==> src/rtl/map_port_arbiter_if.sv <==
// Request, grant and RAM command bundle between the three map requesters,
// the arbiter and the single-port occupancy RAM.
interface map_port_arbiter_if #(
    parameter int CELL_W = 2,
    parameter int AW     = 11
);
    logic              d_req;
    logic [5:0]        d_x;
    logic [5:0]        d_y;
    logic              s_req;
    logic              s_we;
    logic              s_lock;
    logic [5:0]        s_x;
    logic [5:0]        s_y;
    logic [CELL_W-1:0] s_wdata;
    logic              l_req;
    logic [5:0]        l_x;
    logic [5:0]        l_y;
    logic [CELL_W-1:0] l_wdata;
    logic              d_gnt;
    logic              s_gnt;
    logic              l_gnt;
    logic              d_rvalid;
    logic              s_rvalid;
    logic [CELL_W-1:0] rdata;
    logic              err;
    logic              ram_en;
    logic              ram_we;
    logic [AW-1:0]     ram_addr;
    logic [CELL_W-1:0] ram_wdata;
    logic [CELL_W-1:0] ram_rdata;

    modport slave (
        input  d_req, d_x, d_y,
        input  s_req, s_we, s_lock, s_x, s_y, s_wdata,
        input  l_req, l_x, l_y, l_wdata,
        input  ram_rdata,
        output d_gnt, s_gnt, l_gnt,
        output d_rvalid, s_rvalid, rdata, err,
        output ram_en, ram_we, ram_addr, ram_wdata
    );

    modport master (
        output d_req, d_x, d_y,
        output s_req, s_we, s_lock, s_x, s_y, s_wdata,
        output l_req, l_x, l_y, l_wdata,
        output ram_rdata,
        input  d_gnt, s_gnt, l_gnt,
        input  d_rvalid, s_rvalid, rdata, err,
        input  ram_en, ram_we, ram_addr, ram_wdata
    );
endinterface

==> src/rtl/map_port_arbiter.sv <==
// Occupancy map RAM arbiter: display has priority, search and loader share
// the remaining slots round-robin, with a search-side lock for read-modify-write.
module map_port_arbiter #(
    parameter int GRID_W = 40,
    parameter int GRID_H = 40,
    parameter int CELL_W = 2,
    parameter int AW     = 11
) (
    input logic             sync,
    input logic             reset,
    map_port_arbiter_if.slave bus
);
    typedef enum logic [1:0] {W_NONE, W_D, W_S, W_L} win_e;
    typedef enum logic {RR_S, RR_L} rr_e;

    localparam logic [5:0] X_LIM = 6'(GRID_W);
    localparam logic [5:0] Y_LIM = 6'(GRID_H);
    localparam logic [CELL_W-1:0] OBSTACLE = CELL_W'(1);

    logic [2:0]        gnt_q, gnt_d;
    logic              err_q, err_d;
    logic              en_q, en_d;
    logic              we_q, we_d;
    logic [AW-1:0]     addr_q, addr_d;
    logic [CELL_W-1:0] wdata_q, wdata_d;
    // read tag stages: {display, search, off-grid}
    logic [2:0]        rd1_q, rd1_d;
    logic [2:0]        rd2_q;
    rr_e               rr_q, rr_d;
    logic              own_q, own_d;

    logic              d_elig, s_elig, l_elig;
    win_e              win;
    logic [5:0]        sel_x, sel_y;
    logic              sel_we;
    logic [CELL_W-1:0] sel_wd;
    logic              oob;
    logic [AW-1:0]     lin_addr;

    always_comb begin
        d_elig = bus.d_req & ~gnt_q[2];
        s_elig = bus.s_req & ~gnt_q[1];
        // loader waits while search holds the lock and owns the last slot
        l_elig = bus.l_req & ~gnt_q[0] & ~(bus.s_lock & own_q);

        win = W_NONE;
        if (d_elig)
            win = W_D;
        else if (s_elig && l_elig)
            win = (rr_q == RR_S) ? W_S : W_L;
        else if (s_elig)
            win = W_S;
        else if (l_elig)
            win = W_L;

        sel_x  = '0;
        sel_y  = '0;
        sel_we = 1'b0;
        sel_wd = '0;
        case (win)
            W_D: begin
                sel_x = bus.d_x;
                sel_y = bus.d_y;
            end
            W_S: begin
                sel_x  = bus.s_x;
                sel_y  = bus.s_y;
                sel_we = bus.s_we;
                sel_wd = bus.s_wdata;
            end
            W_L: begin
                sel_x  = bus.l_x;
                sel_y  = bus.l_y;
                sel_we = 1'b1;
                sel_wd = bus.l_wdata;
            end
            default: ;
        endcase

        oob      = (sel_x >= X_LIM) || (sel_y >= Y_LIM);
        lin_addr = (AW'(sel_y) << 5) + (AW'(sel_y) << 3) + AW'(sel_x);

        gnt_d   = {win == W_D, win == W_S, win == W_L};
        err_d   = (win != W_NONE) && oob;
        en_d    = (win != W_NONE) && !oob;
        we_d    = (win != W_NONE) && !oob && sel_we;
        addr_d  = (win != W_NONE) ? lin_addr : addr_q;
        wdata_d = wdata_q;
        if (win != W_NONE)
            wdata_d = sel_we ? sel_wd : '0;

        rd1_d = {win == W_D,
                 (win == W_S) && !bus.s_we,
                 (win != W_NONE) && !sel_we && oob};

        rr_d  = rr_q;
        own_d = own_q;
        if (win == W_S) begin
            rr_d  = RR_L;
            own_d = 1'b1;
        end else if (win == W_L) begin
            rr_d  = RR_S;
            own_d = 1'b0;
        end
    end

    always_ff @(posedge sync or posedge reset) begin
        if (reset) begin
            gnt_q   <= '0;
            err_q   <= 1'b0;
            en_q    <= 1'b0;
            we_q    <= 1'b0;
            addr_q  <= '0;
            wdata_q <= '0;
            rd1_q   <= '0;
            rd2_q   <= '0;
            rr_q    <= RR_S;
            own_q   <= 1'b0;
        end else begin
            gnt_q   <= gnt_d;
            err_q   <= err_d;
            en_q    <= en_d;
            we_q    <= we_d;
            addr_q  <= addr_d;
            wdata_q <= wdata_d;
            rd1_q   <= rd1_d;
            rd2_q   <= rd1_q;
            rr_q    <= rr_d;
            own_q   <= own_d;
        end
    end

    assign bus.d_gnt     = gnt_q[2];
    assign bus.s_gnt     = gnt_q[1];
    assign bus.l_gnt     = gnt_q[0];
    assign bus.err       = err_q;
    assign bus.ram_en    = en_q;
    assign bus.ram_we    = we_q;
    assign bus.ram_addr  = addr_q;
    assign bus.ram_wdata = wdata_q;
    assign bus.d_rvalid  = rd2_q[2];
    assign bus.s_rvalid  = rd2_q[1];

    always_comb begin
        bus.rdata = '0;
        if (rd2_q[2] || rd2_q[1])
            bus.rdata = rd2_q[0] ? OBSTACLE : bus.ram_rdata;
    end
endmodule

==> src/flat_wrapper.sv <==
// flat-port wrapper written by rule: the top's interface ports become plain ports
module map_port_arbiter_flat 
#(
    parameter int GRID_W = 40,
    parameter int GRID_H = 40,
    parameter int CELL_W = 2,
    parameter int AW     = 11
)
  (sync, reset, bus_d_req, bus_d_x, bus_d_y, bus_s_req, bus_s_we, bus_s_lock, bus_s_x, bus_s_y, bus_s_wdata, bus_l_req, bus_l_x, bus_l_y, bus_l_wdata, bus_ram_rdata, bus_d_gnt, bus_s_gnt, bus_l_gnt, bus_d_rvalid, bus_s_rvalid, bus_rdata, bus_err, bus_ram_en, bus_ram_we, bus_ram_addr, bus_ram_wdata);
  map_port_arbiter_if #(.CELL_W(CELL_W), .AW(AW)) bus_i ();
  input logic sync;
  input logic reset;
  input wire logic [$bits(bus_i.d_req)-1:0] bus_d_req;
  input wire logic [$bits(bus_i.d_x)-1:0] bus_d_x;
  input wire logic [$bits(bus_i.d_y)-1:0] bus_d_y;
  input wire logic [$bits(bus_i.s_req)-1:0] bus_s_req;
  input wire logic [$bits(bus_i.s_we)-1:0] bus_s_we;
  input wire logic [$bits(bus_i.s_lock)-1:0] bus_s_lock;
  input wire logic [$bits(bus_i.s_x)-1:0] bus_s_x;
  input wire logic [$bits(bus_i.s_y)-1:0] bus_s_y;
  input wire logic [$bits(bus_i.s_wdata)-1:0] bus_s_wdata;
  input wire logic [$bits(bus_i.l_req)-1:0] bus_l_req;
  input wire logic [$bits(bus_i.l_x)-1:0] bus_l_x;
  input wire logic [$bits(bus_i.l_y)-1:0] bus_l_y;
  input wire logic [$bits(bus_i.l_wdata)-1:0] bus_l_wdata;
  input wire logic [$bits(bus_i.ram_rdata)-1:0] bus_ram_rdata;
  output wire logic [$bits(bus_i.d_gnt)-1:0] bus_d_gnt;
  output wire logic [$bits(bus_i.s_gnt)-1:0] bus_s_gnt;
  output wire logic [$bits(bus_i.l_gnt)-1:0] bus_l_gnt;
  output wire logic [$bits(bus_i.d_rvalid)-1:0] bus_d_rvalid;
  output wire logic [$bits(bus_i.s_rvalid)-1:0] bus_s_rvalid;
  output wire logic [$bits(bus_i.rdata)-1:0] bus_rdata;
  output wire logic [$bits(bus_i.err)-1:0] bus_err;
  output wire logic [$bits(bus_i.ram_en)-1:0] bus_ram_en;
  output wire logic [$bits(bus_i.ram_we)-1:0] bus_ram_we;
  output wire logic [$bits(bus_i.ram_addr)-1:0] bus_ram_addr;
  output wire logic [$bits(bus_i.ram_wdata)-1:0] bus_ram_wdata;
  assign bus_i.d_req = bus_d_req;
  assign bus_i.d_x = bus_d_x;
  assign bus_i.d_y = bus_d_y;
  assign bus_i.s_req = bus_s_req;
  assign bus_i.s_we = bus_s_we;
  assign bus_i.s_lock = bus_s_lock;
  assign bus_i.s_x = bus_s_x;
  assign bus_i.s_y = bus_s_y;
  assign bus_i.s_wdata = bus_s_wdata;
  assign bus_i.l_req = bus_l_req;
  assign bus_i.l_x = bus_l_x;
  assign bus_i.l_y = bus_l_y;
  assign bus_i.l_wdata = bus_l_wdata;
  assign bus_i.ram_rdata = bus_ram_rdata;
  assign bus_d_gnt = bus_i.d_gnt;
  assign bus_s_gnt = bus_i.s_gnt;
  assign bus_l_gnt = bus_i.l_gnt;
  assign bus_d_rvalid = bus_i.d_rvalid;
  assign bus_s_rvalid = bus_i.s_rvalid;
  assign bus_rdata = bus_i.rdata;
  assign bus_err = bus_i.err;
  assign bus_ram_en = bus_i.ram_en;
  assign bus_ram_we = bus_i.ram_we;
  assign bus_ram_addr = bus_i.ram_addr;
  assign bus_ram_wdata = bus_i.ram_wdata;
  map_port_arbiter #(.GRID_W(GRID_W), .GRID_H(GRID_H), .CELL_W(CELL_W), .AW(AW)) u_core (.sync(sync), .reset(reset), .bus(bus_i));
endmodule
==> config.mk <==
export PLATFORM = sky130hd
export DESIGN_NAME = map_port_arbiter_flat
export DESIGN_NICKNAME = d
export VERILOG_FILES = /design/src/rtl/map_port_arbiter_if.sv /design/src/rtl/map_port_arbiter.sv /design/src/flat_wrapper.sv
export SDC_FILE = /design/constraint.sdc
export NUM_CORES = 1
export LEC_CHECK = 0
export CAP_MARGIN = 30
export CORE_MARGIN = 10
export CORE_UTILIZATION = 30
export CTS_CLUSTER_SIZE = 28
export DETAILED_ROUTE_END_ITERATION = 12
export GPL_TIMING_DRIVEN = 0
export PLACE_DENSITY_LB_ADDON = 0.15
export SKIP_LAST_GASP = 1
export SYNTH_ARGS = -nofsm -noshare
export SYNTH_HDL_FRONTEND = slang
export SYNTH_SLANG_ARGS = --single-unit
==> constraint.sdc <==
create_clock -name sync -period 3.32 [get_ports sync]
set_clock_uncertainty 0.2 [all_clocks]
set_input_delay 0.332 -clock sync [delete_from_list [all_inputs] [get_ports sync]]
set_output_delay 0.332 -clock sync [all_outputs]
set_load 0.005 [all_outputs]
==> run_results.csv <==
group,metric,value,unit
die,die_y,92.3,µm
place,gp_congestion,0.771,
worst_setup_path,critical_path.max_fanout,5,
run_status,violations,"setup timing",
global_route,grt_max_degree,15,
worst_setup_path,regToRegSetupSlack,-0.009,ns
worst_setup_path,crit_arrival,3.28,ns
timing,fmax,0.300,GHz
run_status,status,"finished, violations left",
final_layout,diodes,0,
routing,routed_wl,5.00,mm
clocking,clk_latency,0.26,ns
worst_setup_path,critical_path_depth,12,
power_and_ir_drop,p_switching,0.000436,W
power_and_ir_drop,clkPwrFrac,0.141,
routing,dr.pass1.iters,4,
worst_hold_path,hold_depth,0,
worst_setup_path,crit_path_end_kind,"flip-flop",
power_and_ir_drop,power,0.00131,W
die,start_util,0.307,
worst_setup_path,cp-start-kind,"flip-flop",
logic_synthesis,synth_nets,228,
logic_synthesis,syn_avg_cell_area,9.46,µm²
run,cap_violations,0,
worst_setup_path,startpoint,"u_core.rr_q",
routing,num_vias,1508,
global_route,antenna_found_initial,0,
clocking,htree_num_levels,1,
logic_synthesis,syn-instance-count,166,
die,core,5110,µm²
place,hpwl,4.05,mm
power_and_ir_drop,p_seq_frac,0.332,
power_and_ir_drop,peakVddDrop,0.186,mV
clocking,cts.sinks,25,
power_and_ir_drop,switching_share,0.333,
logic_synthesis,seq_area_frac_synth,0.398,
worst_setup_path,timing.rr.start,"u_core.rr_q",
worst_hold_path,hp-class,"reg2reg",
logic_synthesis,yosysUniqueCellTypes,45,
clocking,clockBufferDepth,2,
global_route,grt_pass1_wl,8.07,mm
place,port_buffers,71,
timing,tightestPinTransition,0.523,ns
final_layout,fillCellCount,507,
worst_setup_path,cp_slowest_stage_delay,0.42,ns
worst_setup_path,crit_type,"reg2reg",
clocking,cts-buffers-inserted,3,
worst_setup_path,path_buf_inv,0,
global_route,grt_pass1_vias,1630,
logic_synthesis,synth_area,1570,µm²
timing,period_needed,3.33,ns
clocking,clk_pin_slew,0.09,ns
die,io_pins,72,
timing,maxSlewViolCount,0,
worst_setup_path,crit_end,"u_core.bus.ram_addr[10]",
final_layout,area_growth,62.2,%
clocking,cts_tree,"built",
power_and_ir_drop,p_leak,1.11,nW
worst_setup_path,reg2reg_to,"u_core.bus.ram_addr[10]",
power_and_ir_drop,p_comb_frac,0.527,
final_layout,nets,312,
die,rows,26,
power_and_ir_drop,intPower,0.000873,W
final_layout,layout-drive-gt1-share,0.165,
die,die_area,8530,µm²
routing,drt-wirelength-per-cell,15.7,µm
timing,hold_viol_final,0,
worst_setup_path,cp.required,3.28,ns
timing,setup_violations,1,
routing,drcViolationCount,0,
logic_synthesis,ys_warn_count,0,
routing,ant_nets,0,
final_layout,utilization,0.499,
timing,period_share,1.00,
worst_setup_path,critPathSlowestCell,"fa_2",
routing,vias_per_cell,4.73,
timing,whs,0.154,ns
worst_setup_path,r2r.worst_path.cells,12,
routing,drt_iter0_markers,46,
global_route,overflow,0,
clocking,cts_root_buf,"clkbuf_8",
power_and_ir_drop,powerDensity,514,nW/µm²
timing,rsz0062_at_grt,"yes",
global_route,track_usage,0.116,
worst_setup_path,worstPathCellList,"or3b_4 -> and3_4 -> a221oi_2 -> nor2_2 -> ha_1 -> ha_2 -> fa_2 -> a211oi_2 -> o21bai_1 -> a21oi_1 -> xor2_1 -> o21ai_0",
die,die_width,92.3,µm
logic_synthesis,synth_seq_cells,25,
worst_setup_path,cp_top_family,"adder cells",
timing,worst_slack,-0.00867,ns
timing,slew_headroom,0.651,
==> stage by stage <==
step | setup WS [ns] | instance area, µm² | setup TNS [ns] | std cells
2_1_floorplan | -0.0122 | 1590 | -0.0122 | 166
6_report | -0.00867 | 2550 | -0.00867 | 319
4_1_cts | -0.0922 | 2530 | -0.119 | 319
5_1_grt | -0.134 | 2550 | -0.268 | 319
3_3_place_gp | -0.601 | 2390 | -2.13 | 307
3_5_place_dp | -0.689 | 2400 | -2.28 | 308
==> cells in the mapped netlist, drive strengths merged <==
cell     instances  area share
nand3            5       0.016
nor3b            1      0.0048
o21bai           2      0.0096
ha              12       0.096
xnor2            2       0.011
o21a             1      0.0048
a31oi            2      0.0080
and2             3       0.012
buf              7       0.027
inv              3      0.0072
and4b            1      0.0064
and3b            1      0.0056
nand2           23       0.055
fa               1       0.013
dfrtp           25        0.40
and2b            1      0.0048
nand4bb          1      0.0072
a2111oi          1      0.0056
a21o             6       0.029
a21oi            4       0.013
and3             3       0.015
o211ai           4       0.019
clkbuf           1      0.0024
xor2             3       0.017
nand4            6       0.024
nor2            21       0.052
a221oi           3       0.025
a311oi           5       0.028
or3b             1      0.0072
nor3             1      0.0032
nand2b           1      0.0040
mux2             3       0.022
o21ai            7       0.022
a211oi           2       0.013
mux2i            1      0.0064
nor2b            2      0.0080
==> cell families (layout without fill, tap and decap cells) <==
| logic type | count (synthesis) | count (layout) | synth area share |
|---|---|---|---|
| flip-flops | 25 | 25 | 0.398 |
| multiplexers | 4 | 4 | 0.0279 |
| AND/OR/NAND/NOR | 71 | 71 | 0.225 |
| XOR/XNOR | 5 | 5 | 0.0279 |
| AO/OA/AOI/OAI | 37 | 37 | 0.176 |
| buffers and inverters | 11 | 94 | 0.0367 |
| adder cells (fa/ha/maj) | 13 | 13 | 0.108 |
==> flip-flops by register name (all words and copies together), names as in the netlist <==
| register | count |
|---|---|
| u_core.bus.ram_wdata | 2 |
| u_core.bus.ram_addr | 11 |
| u_core.bus.ram_en | 1 |
| u_core.bus.ram_we | 1 |
| u_core.gnt_q | 3 |
| u_core.rd1_q | 2 |
| u_core.rr_q | 1 |
| u_core.bus.err | 1 |
| u_core.rd2_q | 3 |
==> worst register-to-register path: stages, from the launching register on <==
cell and delay [ns]:
dfrtp_1 0.38, or3b_4 0.40, and3_4 0.22, a221oi_2 0.28, nor2_2 0.09, ha_1 0.30
ha_2 0.20, fa_2 0.42, a211oi_2 0.25, o21bai_1 0.10, a21oi_1 0.15, xor2_1 0.14
o21ai_0 0.08
==> per-layer routing <==
metal,part of all wire,vias up,track usage
li1,-,769,-
met3,0.087,4,0.0347
met1,0.46,687,0.152
met4,0.0072,0,0.0270
met2,0.44,48,0.184
met5,0,-,0
==> final cells by class <==
type	count	area (µm²)	share of cell area
clock inverter	1	5.00	0.00196
tap	70	87.6	0.0344
inverter	3	13.8	0.00540
multi-input combinational	130	948	0.372
timing repair buffer	80	785	0.308
sequential	25	626	0.246
buffer	7	41.3	0.0162
clock buffer	3	41.3	0.0162
==> cells in the final DEF (no fill, tap or decap), drive strengths merged, types with 5 or more instances in the layout <==
master and n:
clkbuf 5, clkdlybuf4s50 70, o21ai 7, dfrtp 25, ha 12, nand2 23
nand4 6, nor2 21, a21o 6, a311oi 5, buf 14, nand3 5
==> power groups by stage <==
stage / logic [W] / clock network (W) / registers (W)
6_report: 0.000690 / 0.000184 / 0.000435
5_1_grt: 0.000768 / 0.000200 / 0.000449
4_1_cts: 0.000689 / 0.000192 / 0.000436
3_5_place_dp: 0.000641 / 0 / 0.000445
3_3_place_gp: 0.000632 / 0 / 0.000442
2_1_floorplan: 0.000329 / 0 / 0.000448
==> how the worst min path moves through the flow <==
stage                         start         endpoint  slack (ns)
global route        u_core.rd1_q[0]  u_core.rd2_q[0]        0.16
CTS                 u_core.rd1_q[0]  u_core.rd2_q[0]        0.16
global placement    u_core.rd1_q[0]  u_core.rd2_q[0]        0.13
detailed placement  u_core.rd1_q[0]  u_core.rd2_q[0]        0.14
finish              u_core.rd1_q[0]  u_core.rd2_q[0]        0.15
floorplan           u_core.rd1_q[0]  u_core.rd2_q[0]        0.13
==> repair_timing <==
item / CTS / global route
pin swaps: 10 / 10
hold buffers: 0 / 0
buffers inserted: 8 / 1
resized for setup: 10 / 5
endpoints found under the setup margin: 4 / 4
No activity file was read; power rests on OpenSTA's default activity.
